**src/rtl/multi_cycle_ctrl.sv**
```systemverilog
// -----------------------------------------------------------------------------
// multi_cycle_ctrl
//   Moore-style control FSM for a multi-cycle RV32-like datapath. It sequences
//   fetch / decode / execute / memory / writeback. It traps on an illegal
//   opcode or on a memory access that stays not-ready for too long. It also
//   counts retired instructions.
//
// Configuration macro:
//   MULTI_CYCLE_CTRL_JAL_EN - when defined, opcode 1101111 (JAL) is executed
//                             through a dedicated JAL state. When undefined,
//                             that opcode is illegal and traps.
//
// Parameters:
//   MEM_TIMEOUT - max consecutive not-ready cycles per memory access (0 = off)
//   CNT_W       - width of the retired-instruction counter
//
// Ports:
//   clk, rst        clock, asynchronous active-low reset
//   op              instruction opcode field
//   zero            ALU zero flag (branch condition)
//   mem_ready       memory completes the current access this cycle
//   mem_req/mem_write/adr_src       memory interface control
//   ir_write/pc_write/reg_write     architectural state write enables
//   alu_src_a/alu_src_b/alu_op      ALU operand and operation select
//   imm_src, result_src             immediate format / result mux select
//   trap, trap_cause                halted flag and reason (01 illegal, 10 timeout)
//   state                           current state code
//   retired                         completed-instruction count
// -----------------------------------------------------------------------------
module multi_cycle_ctrl #(
  parameter int MEM_TIMEOUT = 15,
  parameter int CNT_W       = 32
) (
  input  logic             clk,
  input  logic             rst,
  input  logic [6:0]       op,
  input  logic             zero,
  input  logic             mem_ready,
  output logic             mem_req,
  output logic             mem_write,
  output logic             adr_src,
  output logic             ir_write,
  output logic             pc_write,
  output logic             reg_write,
  output logic [1:0]       alu_src_a,
  output logic [1:0]       alu_src_b,
  output logic [1:0]       alu_op,
  output logic [1:0]       imm_src,
  output logic [1:0]       result_src,
  output logic             trap,
  output logic [1:0]       trap_cause,
  output logic [3:0]       state,
  output logic [CNT_W-1:0] retired
);

  localparam logic [6:0] OP_LOAD   = 7'b0000011;
  localparam logic [6:0] OP_STORE  = 7'b0100011;
  localparam logic [6:0] OP_RTYPE  = 7'b0110011;
  localparam logic [6:0] OP_ITYPE  = 7'b0010011;
  localparam logic [6:0] OP_BRANCH = 7'b1100011;
`ifdef MULTI_CYCLE_CTRL_JAL_EN
  localparam logic [6:0] OP_JAL    = 7'b1101111;
`endif

  localparam logic [1:0] CAUSE_ILLEGAL = 2'b01;
  localparam logic [1:0] CAUSE_TIMEOUT = 2'b10;

  // The wait counter only has to reach MEM_TIMEOUT; keep at least one bit.
  localparam int                WAIT_W     = (MEM_TIMEOUT > 1) ? $clog2(MEM_TIMEOUT + 1) : 1;
  localparam logic [WAIT_W-1:0] TIMEOUT_V  = WAIT_W'(MEM_TIMEOUT);
  localparam logic              TIMEOUT_EN = (MEM_TIMEOUT > 0);

  typedef enum logic [3:0] {
    S_IDLE     = 4'd0,
    S_FETCH    = 4'd1,
    S_DECODE   = 4'd2,
    S_MEMADR   = 4'd3,
    S_MEMREAD  = 4'd4,
    S_MEMWB    = 4'd5,
    S_MEMWRITE = 4'd6,
    S_EXECR    = 4'd7,
    S_EXECI    = 4'd8,
    S_ALUWB    = 4'd9,
    S_BEQ      = 4'd10,
`ifdef MULTI_CYCLE_CTRL_JAL_EN
    S_JAL      = 4'd11,
`endif
    S_TRAP     = 4'd15
  } state_t;

  state_t            state_r;
  state_t            state_next_s;
  logic [WAIT_W-1:0] wait_cnt_r;
  logic [WAIT_W-1:0] wait_next_s;
  logic [1:0]        trap_cause_r;
  logic [1:0]        cause_next_s;
  logic [CNT_W-1:0]  retired_r;
  logic              retire_s;
  logic              timeout_s;

  // Memory access has been stalled for the full budget and is still not ready.
  assign timeout_s = TIMEOUT_EN && (wait_cnt_r == TIMEOUT_V) && !mem_ready;

  // State, wait counter, trap cause and retired counter registers.
  always_ff @(posedge clk or negedge rst) begin
    if (!rst) begin
      state_r      <= S_IDLE;
      wait_cnt_r   <= '0;
      trap_cause_r <= 2'b00;
      retired_r    <= '0;
    end else begin
      state_r      <= state_next_s;
      wait_cnt_r   <= wait_next_s;
      trap_cause_r <= cause_next_s;
      if (retire_s) begin
        retired_r <= retired_r + CNT_W'(1);
      end else begin
        retired_r <= retired_r;
      end
    end
  end

  // Next-state logic. The wait counter only counts while a memory state is
  // held waiting. Every other path, including entry into a memory state and
  // any ready cycle, leaves it cleared.
  always_comb begin
    state_next_s = state_r;
    wait_next_s  = '0;
    cause_next_s = trap_cause_r;
    retire_s     = 1'b0;
    case (state_r)
      S_IDLE: begin
        state_next_s = S_FETCH;
      end
      S_FETCH: begin
        if (timeout_s) begin
          state_next_s = S_TRAP;
          cause_next_s = CAUSE_TIMEOUT;
        end else if (mem_ready) begin
          state_next_s = S_DECODE;
        end else begin
          wait_next_s = wait_cnt_r + WAIT_W'(1);
        end
      end
      S_DECODE: begin
        case (op)
          OP_LOAD, OP_STORE: state_next_s = S_MEMADR;
          OP_RTYPE:          state_next_s = S_EXECR;
          OP_ITYPE:          state_next_s = S_EXECI;
          OP_BRANCH:         state_next_s = S_BEQ;
`ifdef MULTI_CYCLE_CTRL_JAL_EN
          OP_JAL:            state_next_s = S_JAL;
`endif
          default: begin
            state_next_s = S_TRAP;
            cause_next_s = CAUSE_ILLEGAL;
          end
        endcase
      end
      S_MEMADR: begin
        if (op == OP_LOAD) begin
          state_next_s = S_MEMREAD;
        end else begin
          state_next_s = S_MEMWRITE;
        end
      end
      S_MEMREAD: begin
        if (timeout_s) begin
          state_next_s = S_TRAP;
          cause_next_s = CAUSE_TIMEOUT;
        end else if (mem_ready) begin
          state_next_s = S_MEMWB;
        end else begin
          wait_next_s = wait_cnt_r + WAIT_W'(1);
        end
      end
      S_MEMWB: begin
        state_next_s = S_FETCH;
        retire_s     = 1'b1;
      end
      S_MEMWRITE: begin
        if (timeout_s) begin
          state_next_s = S_TRAP;
          cause_next_s = CAUSE_TIMEOUT;
        end else if (mem_ready) begin
          state_next_s = S_FETCH;
          retire_s     = 1'b1;
        end else begin
          wait_next_s = wait_cnt_r + WAIT_W'(1);
        end
      end
      S_EXECR, S_EXECI: begin
        state_next_s = S_ALUWB;
      end
      S_ALUWB: begin
        state_next_s = S_FETCH;
        retire_s     = 1'b1;
      end
      S_BEQ: begin
        state_next_s = S_FETCH;
        retire_s     = 1'b1;
      end
`ifdef MULTI_CYCLE_CTRL_JAL_EN
      S_JAL: begin
        state_next_s = S_ALUWB;
      end
`endif
      S_TRAP: begin
        state_next_s = S_TRAP;
      end
      default: begin
        // Unused encodings restart the sequence cleanly.
        state_next_s = S_IDLE;
      end
    endcase
  end

  // Moore output decode. FETCH write enables follow mem_ready. BEQ pc_write
  // follows zero.
  always_comb begin
    mem_req    = 1'b0;
    mem_write  = 1'b0;
    adr_src    = 1'b0;
    ir_write   = 1'b0;
    pc_write   = 1'b0;
    reg_write  = 1'b0;
    alu_src_a  = 2'b00;
    alu_src_b  = 2'b00;
    alu_op     = 2'b00;
    result_src = 2'b00;
    trap       = 1'b0;
    case (state_r)
      S_FETCH: begin
        mem_req    = 1'b1;
        alu_src_b  = 2'b10;
        result_src = 2'b10;
        ir_write   = mem_ready;
        pc_write   = mem_ready;
      end
      S_DECODE: begin
        alu_src_a = 2'b01;
        alu_src_b = 2'b01;
      end
      S_MEMADR: begin
        alu_src_a = 2'b10;
        alu_src_b = 2'b01;
      end
      S_MEMREAD: begin
        mem_req = 1'b1;
        adr_src = 1'b1;
      end
      S_MEMWB: begin
        result_src = 2'b01;
        reg_write  = 1'b1;
      end
      S_MEMWRITE: begin
        mem_req   = 1'b1;
        mem_write = 1'b1;
        adr_src   = 1'b1;
      end
      S_EXECR: begin
        alu_src_a = 2'b10;
        alu_op    = 2'b10;
      end
      S_EXECI: begin
        alu_src_a = 2'b10;
        alu_src_b = 2'b01;
        alu_op    = 2'b10;
      end
      S_ALUWB: begin
        reg_write = 1'b1;
      end
      S_BEQ: begin
        alu_src_a = 2'b10;
        alu_op    = 2'b01;
        pc_write  = zero;
      end
`ifdef MULTI_CYCLE_CTRL_JAL_EN
      S_JAL: begin
        alu_src_a = 2'b01;
        alu_src_b = 2'b10;
        pc_write  = 1'b1;
      end
`endif
      S_TRAP: begin
        trap = 1'b1;
      end
      default: begin
        trap = 1'b0;
      end
    endcase
  end

  // Immediate format depends only on the opcode, independent of state.
  always_comb begin
    imm_src = 2'b00;
    case (op)
      OP_STORE:  imm_src = 2'b01;
      OP_BRANCH: imm_src = 2'b10;
`ifdef MULTI_CYCLE_CTRL_JAL_EN
      OP_JAL:    imm_src = 2'b11;
`endif
      default:   imm_src = 2'b00;
    endcase
  end

  assign trap_cause = trap_cause_r;
  assign state      = state_r;
  assign retired    = retired_r;

endmodule

```
**config.mk**
```make
export PLATFORM = sky130hd
export DESIGN_NAME = multi_cycle_ctrl
export DESIGN_NICKNAME = d
export VERILOG_FILES = /design/src/rtl/multi_cycle_ctrl.sv
export SDC_FILE = /design/constraint.sdc
export NUM_CORES = 1
export LEC_CHECK = 0
export BUFFER_PORTS_ARGS = -buffer_cell sky130_fd_sc_hd__buf_2
export CORE_UTILIZATION = 52
export CTS_CLUSTER_SIZE = 8
export DETAILED_ROUTE_END_ITERATION = 10
export GPL_TIMING_DRIVEN = 0
export PLACE_DENSITY = 0.86
export SYNTH_ARGS = -nofsm -noshare
export SYNTH_HDL_FRONTEND = slang
export SYNTH_SLANG_ARGS = --single-unit
```
**constraint.sdc**
```tcl
create_clock -name clk -period 2.3 [get_ports clk]
set_input_delay 0.46 -clock clk [delete_from_list [all_inputs] [get_ports clk]]
set_output_delay 0.46 -clock clk [all_outputs]
set_load 0.01 [all_outputs]
```
==> impl_metrics.json, run 1 <==
{
  "status": "complete, no violations",
  "grt_pass1_vias": 1885,
  "post_route_cells_drive_above_1_share": 0.3205,
  "routed_wl_mm": 5.147,
  "mostFrequentLayoutCells": "buf_2 (66), dfrtp_1 (42), nand2_1 (20)",
  "rows": 24,
  "start_util": 0.5502,
  "period_minus_slack_ns": 2.166,
  "rsz0062_at_grt": "false",
  "critical_path.max_fanout": 10,
  "sw_frac_of_total": 0.3870,
  "clockBufferDepth": 2,
  "post-route-period-util": 0.9418,
  "power.total_uw": 2627,
  "synth_top_cell_area_share": 0.4328,
  "multi_input_area_sq_um": 1285,
  "place_congestion": 0.9087,
  "synthArstFlopShare": 1.000,
  "power_frac_comb": 0.419,
  "syn_inst": 239,
  "cp_slowest_stage_delay_ns": 0.47,
  "crit_chain": "clkbuf_1 > nand2_1 > nor2_1 > buf_2",
  "drcViolationCount": 0,
  "maxCapViolations": 0,
  "diodes": 0,
  "final_common_cell": "buf_2",
  "ys_seq_area_frac": 0.4328,
  "setup_viol": 0,
  "maxSlewHeadroom": 0.4077,
  "slowest_stage": "dfrtp_1",
  "nFillCells": 368,
  "cp.required_ns": 1.84,
  "cts_root_buffer": "clkbuf_8",
  "synth_edf_count": 0,
  "htreeDepth": 2,
  "yosys_warnings": 0,
  "cts_post_setup_buffers_inserted": 0,
  "slew_viol_final": 0,
  "intPower_uw": 1610,
  "cp-start-kind": "register",
  "grt_max_degree": 43,
  "dieWidth_microns": 70.34,
  "tightest_slew_ns": 0.8884,
  "synth.distinct_cells": 56,
  "first_pass_iters": 4,
  "ant_nets": 0,
  "synth_nets": 252,
  "gr-total-overflow": 0,
  "hold_class": "input port to asynchronous set/reset pin",
  "antenna_found_initial": 0,
  "yosys.area.top_type": "dfrtp_1",
  "cts_hold_buf": 0,
  "ys_top_cells_by_area": "dfrtp_1 (43%), xnor2_1 (6.5%), xor2_1 (6.1%)",
  "cts_resized": 0,
  "clock_sinks": 42,
  "cts_tree": "built",
  "switching_power_uw": 1017,
  "insertion_delay_ns": 0.29,
  "coreArea_sq_um": 4414,
  "grt_pass1_wl_mm": 8.659,
  "hold_viol": 0,
  "powerDensity_nw_per_um2": 896.1,
  "power_frac_seq": 0.366,
  "place_hpwl_mm": 3.841,
  "vias_per_cell": 5.582,
  "crit_type": "register to output port",
  "setup_tns_ns": 0,
  "fp.dieH_microns": 70.34,
  "ios": 66,
  "ys.flop_type": "dfrtp_1",
  "synth_area_per_cell_sq_um": 10.16,
  "grt_use_total": 0.2198,
  "synth_seq_cells": 42,
  "arrival_ns": 1.71,
  "skew_ns": 0.008594,
  "syn_to_final_growth_pct": 20.71,
  "vias": 2032,
  "seq_area_sq_um": 1051,
  "numPortBuffers": 65,
  "whs_ns": 0.2819,
  "end_kind": "output port",
  "wire_per_inst_microns": 14.14,
  "clkPwrFrac": 0.215,
  "synthesis.area_sq_um": 2429,
  "vdd_drop_max_mv": 0.5547,
  "leakage_uw": 0.001493,
  "fin_nets": 324,
  "die_area_sq_um": 4948,
  "drtIter0Drc": 114,
  "fmaxAchievable_mhz": 461.6,
  "cts_buffers": 5,
  "clk_pin_slew_ns": 0.08
}
-- cell families (layout without fill, tap and decap cells) --
group           count (synthesis)  in the layout  synth area share
mux                             3              3           0.01288
buf+inv                        18             91           0.03813
flops                          42             42            0.4328
xor+xnor                       35             35            0.1262
simple gates                  101            101            0.2643
fa+ha+maj                       2              2           0.01030
compound gates                 38             38            0.1154
-- Yosys cell counts (all sizes together) (2+ instances only) --
library cell	number
dfrtp	42
nand2	20
nor2	19
xnor2	18
xor2	17
nand3	14
nor3	11
a21oi	10
inv	10
o21ai	7
and3	6
buf	5
nand2b	5
nand4	5
nor2b	5
nor4	5
a211oi	3
a21o	3
o211ai	3
a31oi	2
and4	2
clkbuf	2
ha	2
mux2i	2
nand4bb	2
-- power by group through the flow --
stage	Sequential [uW]	Clock, uW	Combinational [uW]
floorplan	987	0	714
global placement	967	0	1060
detailed placement	970	0	1090
CTS	959	578	1090
global route	973	608	1200
finish	961	566	1100
-- worst paths after layout --
kind	slack [ns]	from	endpoint	cells past startpoint
worst max register to register	0.42	state[3]	retired[20]	7
worst min register to register	0.46	wait_cnt_r[0]	wait_cnt_r[0]	1
worst max-delay path	0.13	state[1]	trap	4
worst min-delay path	0.28	rst	retired[12]	1
max in group asynchronous	1.46	rst	retired[2]	1
min in group clk	0.42	mem_ready	wait_cnt_r[2]	2
-- critical path: cells and delay by family, from the launching register on --
| kind | cells | cell delay (ns) |
|---|---|---|
| simple gates | 2 | 0.38 |
| buf+inv | 2 | 0.56 |
| flops | 1 | 0.47 |
-- cell type report --
class                   instances  share of cell area
plain buffers                   7             0.01665
clock buffers                   6             0.02475
clock inverters                 2             0.01280
inverters                      11             0.01579
multi-input cells             179              0.4383
flip-flops and latches         42              0.3585
well taps                      52             0.02219
repair buffers                 65              0.1110
-- per-stage QoR --
| stage | instance area (sq um) | std cells | util | worst slack, ns |
|---|---|---|---|---|
| global placement | 2819 | 356 | 0.6386 | 0.3501 |
| CTS | 2929 | 364 | 0.6635 | 0.03267 |
| floorplan | 2429 | 239 | - | 0.3086 |
| detailed placement | 2819 | 356 | 0.6386 | 0.3531 |
| finish | 2932 | 364 | 0.6641 | 0.1338 |
| global route | 2932 | 364 | 0.6641 | 0.06021 |
-- state kept, by name (all words and copies together) (netlist names) --
| name | cells |
|---|---|
| retired | 32 |
| state | 4 |
| wait_cnt_r | 4 |
| trap_cause | 2 |
-- routing by layer --
layer | track usage | wire (microns) | vias to the layer above
met1 | 0.2959 | 2279 | 985
met2 | 0.3598 | 2584 | 56
li1 | - | - | 983
met5 | 0 | 0 | -
met3 | 0.04185 | 224 | 8
met4 | 0.06444 | 58 | 0
Power figures use the tool's default switching activity.
==> run 2: changes to the inputs <==
--- a/config.mk
+++ b/config.mk
@@ -5,12 +5,13 @@
 export SDC_FILE = /design/constraint.sdc
 export NUM_CORES = 1
 export LEC_CHECK = 0
+export ABC_AREA = 1
 export BUFFER_PORTS_ARGS = -buffer_cell sky130_fd_sc_hd__buf_2
-export CORE_UTILIZATION = 52
+export CORE_UTILIZATION = 54
 export CTS_CLUSTER_SIZE = 8
 export DETAILED_ROUTE_END_ITERATION = 10
 export GPL_TIMING_DRIVEN = 0
-export PLACE_DENSITY = 0.86
+export PLACE_DENSITY = 0.87
 export SYNTH_ARGS = -nofsm -noshare
 export SYNTH_HDL_FRONTEND = slang
 export SYNTH_SLANG_ARGS = --single-unit
==> impl_metrics.json, run 2 <==
{
  "status": "complete, no violations",
  "clockBufferDepth": 2,
  "cts_tree": "built",
  "synthAdderAreaFrac": 0.009029,
  "cp-start-kind": "register",
  "fin_nets": 512,
  "first_pass_iters": 5,
  "synth_top_family_by_area": "simple AND/OR/NAND/NOR gates",
  "setup_tns_ns": 0,
  "routed_wl_mm": 7.165,
  "synth_mux_area_frac": 0,
  "synth_top_cell_area_share": 0.3792,
  "synth_most_common_cell": "nand2_1",
  "synthArstFlopShare": 1.000,
  "mostFrequentLayoutCells": "nand2_1 (187), nor2_1 (71), buf_2 (67)",
  "wire_per_inst_microns": 12.64,
  "ys_top_cells_by_area": "dfrtp_1 (38%), nand2_1 (25%), nor2_1 (9.6%)",
  "insertion_delay_ns": 0.30,
  "grt_pass1_wl_mm": 11.94,
  "vdd_drop_max_mv": 0.7302,
  "vias_per_cell": 5.190,
  "yosys_warnings": 0,
  "antenna_found_initial": 0,
  "r2r_slack_ns": 0.48,
  "hold_viol": 0,
  "ant_nets": 0,
  "fmaxAchievable_mhz": 478.5,
  "post-route-period-util": 0.9087,
  "rows": 25,
  "place_hpwl_mm": 5.452,
  "drcViolationCount": 0,
  "synth-xor-area-share": 0.06321,
  "hold_class": "input port to asynchronous set/reset pin",
  "maxCapViolations": 0,
  "synth_nets": 440,
  "ys_seq_area_frac": 0.3792,
  "grt_max_degree": 43,
  "ys.flop_type": "dfrtp_1",
  "fp.dieH_microns": 73.64,
  "largest_reg_flops": 32,
  "ios": 66,
  "htreeDepth": 2,
  "maxSlewHeadroom": 0.3894,
  "leakage_uw": 0.001743,
  "synth_seq_cells": 42,
  "start_util": 0.5753,
  "place_congestion": 0.9960,
  "setup_viol": 0,
  "coreArea_sq_um": 4817,
  "tightest_slew_ns": 0.9159,
  "synthesis.area_sq_um": 2771,
  "arrival_ns": 1.63,
  "vias": 2943,
  "powerDensity_nw_per_um2": 792.1,
  "setup_slack_ns": 0.2100,
  "pre_cts_ws_ns": 0.5154,
  "diodes": 0,
  "dieWidth_microns": 73.64,
  "grt_use_total": 0.2864,
  "clock_sinks": 42,
  "clk_pin_slew_ns": 0.08,
  "synth_common_cells": "nand2_1 (187), nor2_1 (71), dfrtp_1 (42), inv_1 (36), nand3_1 (19)",
  "cts_root_buffer": "clkbuf_8",
  "drtIter0Drc": 283,
  "cp.required_ns": 1.84,
  "syn_inst": 427,
  "skew_ns": 0.009533,
  "die_area_sq_um": 5423,
  "rsz0062_at_grt": "false",
  "gr-total-overflow": 0,
  "synth-simple-area-share": 0.4551,
  "syn_to_final_growth_pct": 18.06,
  "cts_hold_buf": 0,
  "final_common_cell": "nand2_1",
  "crit_type": "register to output port",
  "end_kind": "output port",
  "post_route_cells_drive_above_1_share": 0.1740,
  "yosys.area.top_type": "dfrtp_1",
  "critical_path.max_fanout": 5,
  "synth_edf_count": 0,
  "cts_resized": 0,
  "cts_buffers": 5,
  "synth.distinct_cells": 23,
  "grt_pass1_vias": 2707,
  "cts_post_setup_buffers_inserted": 0,
  "numPortBuffers": 65,
  "synth_compound_area_frac": 0.02619,
  "period_minus_slack_ns": 2.090,
  "slew_viol_final": 0,
  "synth_area_per_cell_sq_um": 6.490
}
[run 2: final timing paths]
kind,to,from,cells past startpoint
setup / recovery,alu_src_a[1],state[3],6
hold / removal,retired[7],rst,1
setup reg to reg,retired[20],retired[0],10
hold reg to reg,wait_cnt_r[0],wait_cnt_r[0],1
max in group asynchronous,state[0],rst,1
min in group clk,wait_cnt_r[0],wait_cnt_r[0],1
[run 2: worst max-delay path: stages, from the launching register on]
cell and delay, ns:
dfrtp_1 0.45, inv_1 0.11, nor2_1 0.07, nand2_1 0.09, o21ai_0 0.15, or3_1 0.32, buf_2 0.14
[run 2: through the flow]
| stage | area (sq um) | hold slack (ns) | utilization | power, uW | std cells |
|---|---|---|---|---|---|
| after floorplan | 2771 | 0.1644 | - | 1706 | 427 |
| final | 3272 | 0.2869 | 0.6792 | 2592 | 567 |
| after CTS | 3272 | 0.3307 | 0.6792 | 2575 | 567 |
| after global routing | 3272 | 0.3780 | 0.6792 | 2757 | 567 |
| after global placement | 3181 | 0.4492 | 0.6603 | 2052 | 559 |
| after detailed placement | 3181 | 0.4562 | 0.6603 | 2084 | 559 |
[run 2: report_power, final]
| group | switching (uW) | total (uW) | internal (uW) |
|---|---|---|---|
| Combinational | 742 | 1130 | 392 |
| Clock | 258 | 501 | 242 |
| Sequential | 130 | 957 | 827 |
| Total | 1130 | 2590 | 1460 |
[run 2: kinds of logic (layout without fill, tap and decap cells)]
family | Yosys count | after routing
simple gates | 305 | 305
xor+xnor | 20 | 20
flops | 42 | 42
compound gates | 14 | 14
fa+ha+maj | 2 | 2
buf+inv | 44 | 117
[run 2: final cells by class]
| type | count | area [sq um] |
|---|---|---|
| Timing Repair Buffer | 65 | 325.3 |
| Buffer | 5 | 40.04 |
| Inverter | 39 | 146.4 |
| Multi-Input combinational cell | 341 | 1534 |
| Clock inverter | 1 | 5.005 |
| Tap cell | 67 | 83.83 |
| Clock buffer | 7 | 86.33 |
| Sequential cell | 42 | 1051 |
| Fill cell | 431 | 1545 |
[run 2: layer usage]
metal	up-vias	track usage	wire length [microns]
met5	-	0	0
met4	0	0.09188	121
met3	11	0.05213	583
met2	138	0.4679	3440
met1	1329	0.3837	3019
li1	1465	-	-
